==> src/rtl/retire_wb_queue_if.sv <==
// Bundle of the retirement write buffer's producer side (ALU and LS retire),
// its readiness flag, the two register-file write ports and the occupancy.
// master: the pipeline / register file side. slave: the queue itself.
interface retire_wb_queue_if #(
  parameter int PTR_W  = 3,
  parameter int PREG_W = 6
);
  logic              alu_valid;
  logic [PREG_W-1:0] alu_reg;
  logic [31:0]       alu_data;
  logic              ls_valid;
  logic [PREG_W-1:0] ls_reg;
  logic [31:0]       ls_data;
  logic              in_ready;
  logic              do_writeback1_RET;
  logic [PREG_W-1:0] writeRegister1_RET;
  logic [31:0]       writeData1_RET;
  logic              do_writeback1_LS_RET;
  logic [PREG_W-1:0] writeRegister1_LS_RET;
  logic [31:0]       writeData1_LS_RET;
  logic [PTR_W:0]    count;

  modport master (
    output alu_valid, alu_reg, alu_data, ls_valid, ls_reg, ls_data,
    input  in_ready, do_writeback1_RET, writeRegister1_RET, writeData1_RET,
    input  do_writeback1_LS_RET, writeRegister1_LS_RET, writeData1_LS_RET, count
  );

  modport slave (
    input  alu_valid, alu_reg, alu_data, ls_valid, ls_reg, ls_data,
    output in_ready, do_writeback1_RET, writeRegister1_RET, writeData1_RET,
    output do_writeback1_LS_RET, writeRegister1_LS_RET, writeData1_LS_RET, count
  );
endinterface

==> src/rtl/retire_wb_queue.sv <==
// Ordered retirement write buffer in front of the physical register file.
// Up to two results enter per cycle (ALU older than LS) and up to two drain
// per cycle onto the RET (older) and LS (younger) write ports, so program
// order is kept and the newer same-register write always lands last.
// Optional macro RETQ_FWD_EN adds a combinational forwarding lookup
// (fwd_reg / fwd_hit / fwd_data) over queued and staged entries.
module retire_wb_queue #(
  parameter int DEPTH  = 8,
  parameter int PTR_W  = 3,
  parameter int PREG_W = 6
) (
  input  logic              CLK,
  input  logic              RESET,
  input  logic              FREEZE,
  retire_wb_queue_if.slave  bus
`ifdef RETQ_FWD_EN
  ,
  input  logic [PREG_W-1:0] fwd_reg,
  output logic              fwd_hit,
  output logic [31:0]       fwd_data
`endif
);

  localparam int CNT_W = PTR_W + 1;
  localparam logic [CNT_W-1:0] ACCEPT_MAX = CNT_W'(DEPTH - 2);
  localparam logic [PTR_W-1:0] PTR_ONE    = PTR_W'(1);

  logic [PREG_W-1:0] q_reg  [DEPTH];
  logic [31:0]       q_data [DEPTH];

  logic [PTR_W-1:0]  head;
  logic [PTR_W-1:0]  tail;
  logic [PTR_W-1:0]  head_p1;
  logic [PTR_W-1:0]  tail_p1;
  logic [CNT_W-1:0]  count_q;
  logic [CNT_W-1:0]  n_push;
  logic [CNT_W-1:0]  n_pop;
  logic              alu_push;
  logic              ls_push;

  logic              ret_en;
  logic [PREG_W-1:0] ret_reg;
  logic [31:0]       ret_data;
  logic              ls_en;
  logic [PREG_W-1:0] ls_reg_q;
  logic [31:0]       ls_data_q;

  assign bus.in_ready = (count_q <= ACCEPT_MAX);
  assign alu_push     = bus.alu_valid && bus.in_ready;
  assign ls_push      = bus.ls_valid && bus.in_ready;
  assign head_p1      = head + PTR_ONE;
  assign tail_p1      = tail + PTR_ONE;

  assign bus.count                 = count_q;
  assign bus.do_writeback1_RET     = ret_en;
  assign bus.writeRegister1_RET    = ret_reg;
  assign bus.writeData1_RET        = ret_data;
  assign bus.do_writeback1_LS_RET  = ls_en;
  assign bus.writeRegister1_LS_RET = ls_reg_q;
  assign bus.writeData1_LS_RET     = ls_data_q;

  // Push and pop amounts for this edge; pops look only at pre-push occupancy.
  always_comb begin
    n_push = CNT_W'(alu_push) + CNT_W'(ls_push);
    n_pop  = '0;
    if (!FREEZE) begin
      if (count_q >= CNT_W'(2))
        n_pop = CNT_W'(2);
      else if (count_q == CNT_W'(1))
        n_pop = CNT_W'(1);
    end
  end

  // Entry storage: ALU takes slot tail when both push, LS then goes to tail+1.
  always_ff @(posedge CLK) begin
    if (alu_push) begin
      q_reg[tail]  <= bus.alu_reg;
      q_data[tail] <= bus.alu_data;
    end
    if (ls_push) begin
      if (alu_push) begin
        q_reg[tail_p1]  <= bus.ls_reg;
        q_data[tail_p1] <= bus.ls_data;
      end else begin
        q_reg[tail]  <= bus.ls_reg;
        q_data[tail] <= bus.ls_data;
      end
    end
  end

  // Pointers, occupancy and the one-cycle output stage onto the write ports.
  always_ff @(posedge CLK) begin
    if (!RESET) begin
      head      <= '0;
      tail      <= '0;
      count_q   <= '0;
      ret_en    <= 1'b0;
      ret_reg   <= '0;
      ret_data  <= '0;
      ls_en     <= 1'b0;
      ls_reg_q  <= '0;
      ls_data_q <= '0;
    end else begin
      head    <= head + n_pop[PTR_W-1:0];
      tail    <= tail + n_push[PTR_W-1:0];
      count_q <= count_q + n_push - n_pop;
      if (FREEZE) begin
        ret_en <= 1'b0;
        ls_en  <= 1'b0;
      end else begin
        ret_en <= (n_pop != '0);
        ls_en  <= (n_pop == CNT_W'(2));
        if (n_pop != '0) begin
          ret_reg  <= q_reg[head];
          ret_data <= q_data[head];
        end
        if (n_pop == CNT_W'(2)) begin
          ls_reg_q  <= q_reg[head_p1];
          ls_data_q <= q_data[head_p1];
        end
      end
    end
  end

`ifdef RETQ_FWD_EN
  // Newest-match lookup: later assignments override, so scan oldest first.
  always_comb begin
    fwd_hit  = 1'b0;
    fwd_data = '0;
    if (ret_en && (ret_reg == fwd_reg)) begin
      fwd_hit  = 1'b1;
      fwd_data = ret_data;
    end
    if (ls_en && (ls_reg_q == fwd_reg)) begin
      fwd_hit  = 1'b1;
      fwd_data = ls_data_q;
    end
    for (int i = 0; i < DEPTH; i++) begin
      if ((CNT_W'(i) < count_q) && (q_reg[head + PTR_W'(i)] == fwd_reg)) begin
        fwd_hit  = 1'b1;
        fwd_data = q_data[head + PTR_W'(i)];
      end
    end
  end
`endif

endmodule

==> src/flat_wrapper.sv <==
// flat-port wrapper written by rule: the top's interface ports become plain ports
module retire_wb_queue_flat 
#(
  parameter int DEPTH  = 8,
  parameter int PTR_W  = 3,
  parameter int PREG_W = 6
)
  (CLK, RESET, FREEZE, bus_alu_valid, bus_alu_reg, bus_alu_data, bus_ls_valid, bus_ls_reg, bus_ls_data, bus_in_ready, bus_do_writeback1_RET, bus_writeRegister1_RET, bus_writeData1_RET, bus_do_writeback1_LS_RET, bus_writeRegister1_LS_RET, bus_writeData1_LS_RET, bus_count);
  retire_wb_queue_if #(.PTR_W(PTR_W), .PREG_W(PREG_W)) bus_i ();
  input  logic CLK;
  input  logic RESET;
  input  logic FREEZE;
  input wire logic [$bits(bus_i.alu_valid)-1:0] bus_alu_valid;
  input wire logic [$bits(bus_i.alu_reg)-1:0] bus_alu_reg;
  input wire logic [$bits(bus_i.alu_data)-1:0] bus_alu_data;
  input wire logic [$bits(bus_i.ls_valid)-1:0] bus_ls_valid;
  input wire logic [$bits(bus_i.ls_reg)-1:0] bus_ls_reg;
  input wire logic [$bits(bus_i.ls_data)-1:0] bus_ls_data;
  output wire logic [$bits(bus_i.in_ready)-1:0] bus_in_ready;
  output wire logic [$bits(bus_i.do_writeback1_RET)-1:0] bus_do_writeback1_RET;
  output wire logic [$bits(bus_i.writeRegister1_RET)-1:0] bus_writeRegister1_RET;
  output wire logic [$bits(bus_i.writeData1_RET)-1:0] bus_writeData1_RET;
  output wire logic [$bits(bus_i.do_writeback1_LS_RET)-1:0] bus_do_writeback1_LS_RET;
  output wire logic [$bits(bus_i.writeRegister1_LS_RET)-1:0] bus_writeRegister1_LS_RET;
  output wire logic [$bits(bus_i.writeData1_LS_RET)-1:0] bus_writeData1_LS_RET;
  output wire logic [$bits(bus_i.count)-1:0] bus_count;
  assign bus_i.alu_valid = bus_alu_valid;
  assign bus_i.alu_reg = bus_alu_reg;
  assign bus_i.alu_data = bus_alu_data;
  assign bus_i.ls_valid = bus_ls_valid;
  assign bus_i.ls_reg = bus_ls_reg;
  assign bus_i.ls_data = bus_ls_data;
  assign bus_in_ready = bus_i.in_ready;
  assign bus_do_writeback1_RET = bus_i.do_writeback1_RET;
  assign bus_writeRegister1_RET = bus_i.writeRegister1_RET;
  assign bus_writeData1_RET = bus_i.writeData1_RET;
  assign bus_do_writeback1_LS_RET = bus_i.do_writeback1_LS_RET;
  assign bus_writeRegister1_LS_RET = bus_i.writeRegister1_LS_RET;
  assign bus_writeData1_LS_RET = bus_i.writeData1_LS_RET;
  assign bus_count = bus_i.count;
  retire_wb_queue #(.DEPTH(DEPTH), .PTR_W(PTR_W), .PREG_W(PREG_W)) u_core (.CLK(CLK), .RESET(RESET), .FREEZE(FREEZE), .bus(bus_i));
endmodule
==> config.mk <==
export PLATFORM = sky130hd
export DESIGN_NAME = retire_wb_queue_flat
export DESIGN_NICKNAME = d
export VERILOG_FILES = /design/src/rtl/retire_wb_queue_if.sv /design/src/rtl/retire_wb_queue.sv /design/src/flat_wrapper.sv
export SDC_FILE = /design/constraint.sdc
export NUM_CORES = 1
export LEC_CHECK = 0
export ABC_AREA = 1
export CAP_MARGIN = 20
export CORE_MARGIN = 2
export CORE_UTILIZATION = 60
export CTS_CLUSTER_SIZE = 25
export DETAILED_ROUTE_END_ITERATION = 8
export PLACE_DENSITY = 0.81
export SYNTH_ARGS = -nofsm -noshare
export SYNTH_HDL_FRONTEND = slang
export SYNTH_SLANG_ARGS = --single-unit
==> constraint.sdc <==
create_clock -name CLK -period 6.24 [get_ports CLK]
set_input_delay 1.248 -clock CLK [delete_from_list [all_inputs] [get_ports CLK]]
set_output_delay 1.248 -clock CLK [all_outputs]
set_load 0.05 [all_outputs]
==> results.cfg <==
[grt]
grt_max_degree = 137
antenna_found_initial = 0
grt-busiest-layer = met2
gr-usage-all-layers = 0.338
use_met3 = 0.0444
grt_overflow = 0
grt_pass1_wl_um = 103000
use_met2 = 0.571
use_met1 = 0.417
grt_pass1_vias = 20100

[cts]
cts_buffer_depth = 3
cts_htree_levels = 2
cts_tree = done
numCtsBuffers = 42
clk_pin_slew_ns = 0.06
clock_sinks = 392
postCtsHoldBufs = 0
clk_latency_ns = 0.58
cts_root_buf = clkbuf_16
cts_setup_buffers = 0
post_cts_resized = 0

[final_layout]
final_nets = 3177
drive_gt1_frac = 0.0402
area_growth_pct = 13.3
mostFrequentLayoutCells = 1007 x nand2_1, 471 x nand3_1, 397 x inv_1
multiInputGateArea_um2 = 9350
num_antenna_cells = 0
fillers = 2954
seq_area_um2 = 10900
final_common_cell = nand2_1
largest_register_ffs = 256

[synthesis]
ys_seq_area_frac = 0.480
syn_avg_cell_area_um2 = 7.41
synth_top_area_share = 0.402
yosysUniqueCellTypes = 26
synth-seq-cells = 392
synth.largest_area_cell = edfxtp_1
syn_inst = 3062
syn_nets = 3160
yosysWarnings = 0
synth_area_leaders = edfxtp_1 40%, nand2_1 17%, nand3_1 10%, dfxtp_1 7.8%, inv_1 6.6%
synth_area_um2 = 22700

[sta]
period_minus_slack_ns = 4.30
worst_pin_slew_ns = 1.11
fin_crit_sh = 0.690
setup_tns_ns = 0
fin_skew_ns = 0.0160
final.setup.worst_slack_ns = 1.94
slew_violations = 0
rsz0062_at_grt = no
setup_viol = 0
timing.fmax_mhz = 232
hold_viol = 0
slew_headroom = 0.257

[power_and_ir_drop]
power-per-cell-area_nw_per_um2 = 469
peakVddDrop_mv = 0.312
p_leak_nw = 12.0
power_mw = 12.1

[setup_path]
crit_required_ns = 6.46
r2r_slack_ns = 2.01
r2r_cells = 13
arrival_ns = 4.53
r2r_end = u_core.q_data[3][2]
r2r-start = u_core.bus.count[3]
setup.worst_path.end_class = flop
crit_type = in2reg
cp_max_fo = 77
startpoint_type = input port

[floorplanning]
die_y_um = 199
io_pins = 164
rows = 71
core_um2 = 37500
chipWidth_um = 199
die_area_um2 = 39400
start_util = 0.606

[routing]
first_pass_iters = 7
drtIter0Drc = 2848
vias = 21400
drt-total-wl_um = 67400
drc = 0
routedWlPerCell_um = 18.6
viasPerCell = 5.90
detail-route-antenna-nets = 0

[worst_hold_path]
min_to = u_core.bus.writeData1_LS_RET[18]
holdPathStages = 2
hold_path_class = reg2reg
min-delay-start = u_core.bus.writeData1_LS_RET[18]

[placement]
gp_congestion = 0.866
numPortBuffers = 163
hpwl_um = 38600
pre_cts_slack_ns = 1.42

[outcome]
status = finished clean

[job]
drv_cap = 0
-- cell usage after synthesis, drive strengths merged --
cell type and count:
inv 402, a21oi 103, ha 13, nor2 51, o21ai 389, fa 4, nand3 471, edfxtp 304
buf 108, xnor2 4, or2 1, clkinv 1, xor2 2, nand2 1016, clkbuf 105, dfxtp 88
-- layout make-up --
cell class                 count  share of cell area
clock buffer                  54              0.0459
tap                          511              0.0249
clock inverter                23              0.0123
sequential                   392               0.424
inverter                     403              0.0591
multi-input combinational   2054               0.364
timing repair buffer         186              0.0707
-- metal layers --
layer | vias to the layer above | part of all wire
met3 | 282 | 0.097
li1 | 9970 | -
met4 | 0 | 0.054
met1 | 9810 | 0.37
met5 | - | 0
met2 | 1329 | 0.48
-- kinds of logic (layout without fill, tap and decap cells) --
family                   count (synthesis)  count (layout)  synth area share
AO/OA/AOI/OAI                          492             492             0.108
AND/OR/NAND/NOR                       1539            1539             0.282
XOR/XNOR                                 6               6           0.00265
adder cells (fa/ha/maj)                 17              17            0.0107
buffers and inverters                  616             666             0.117
flip-flops                             392             392             0.480
-- power breakdown --
part           internal [mW]  switching [mW]
Combinational           1.58            3.79
Sequential              3.67           0.287
Clock                   1.67            1.07
Total                   6.92            5.15
-- worst max-delay path, cell delays in order --
cell and delay (ns):
clkdlybuf4s50_1 0.46, nand2_1 0.12, inv_1 0.09, ha_1 0.22
inv_1 0.09, nor2_1 0.57, nand2_4 0.64, o21ai_4 0.55
buf_4 0.50
-- through the flow --
step                utilization  cell area, um^2  instances  hold slack, ns
floorplan                     -            22700       3062           0.566
global placement          0.646            24200       3545           0.519
detailed placement        0.646            24200       3545           0.523
CTS                       0.685            25700       3622           0.545
global route              0.686            25700       3623           0.563
finish                    0.686            25700       3623           0.545
-- worst max path at each step --
| stage | slack (ns) | from | cells past startpoint | endpoint |
|---|---|---|---|---|
| after global routing | 1.76 | u_core.bus.count[3] | 13 | u_core.q_data[1][2] |
| after CTS | 2.01 | bus_alu_valid | 9 | u_core.q_reg[3][4] |
| after detailed placement | 1.42 | bus_alu_valid | 9 | u_core.q_reg[3][2] |
| after global placement | 1.49 | bus_alu_valid | 9 | u_core.q_reg[3][2] |
| after floorplan | 0.36 | u_core.bus.count[3] | 9 | u_core.q_data[0][0] |
| final | 1.94 | bus_alu_valid | 9 | u_core.q_data[3][2] |
No activity file was read; power rests on OpenSTA's default activity.
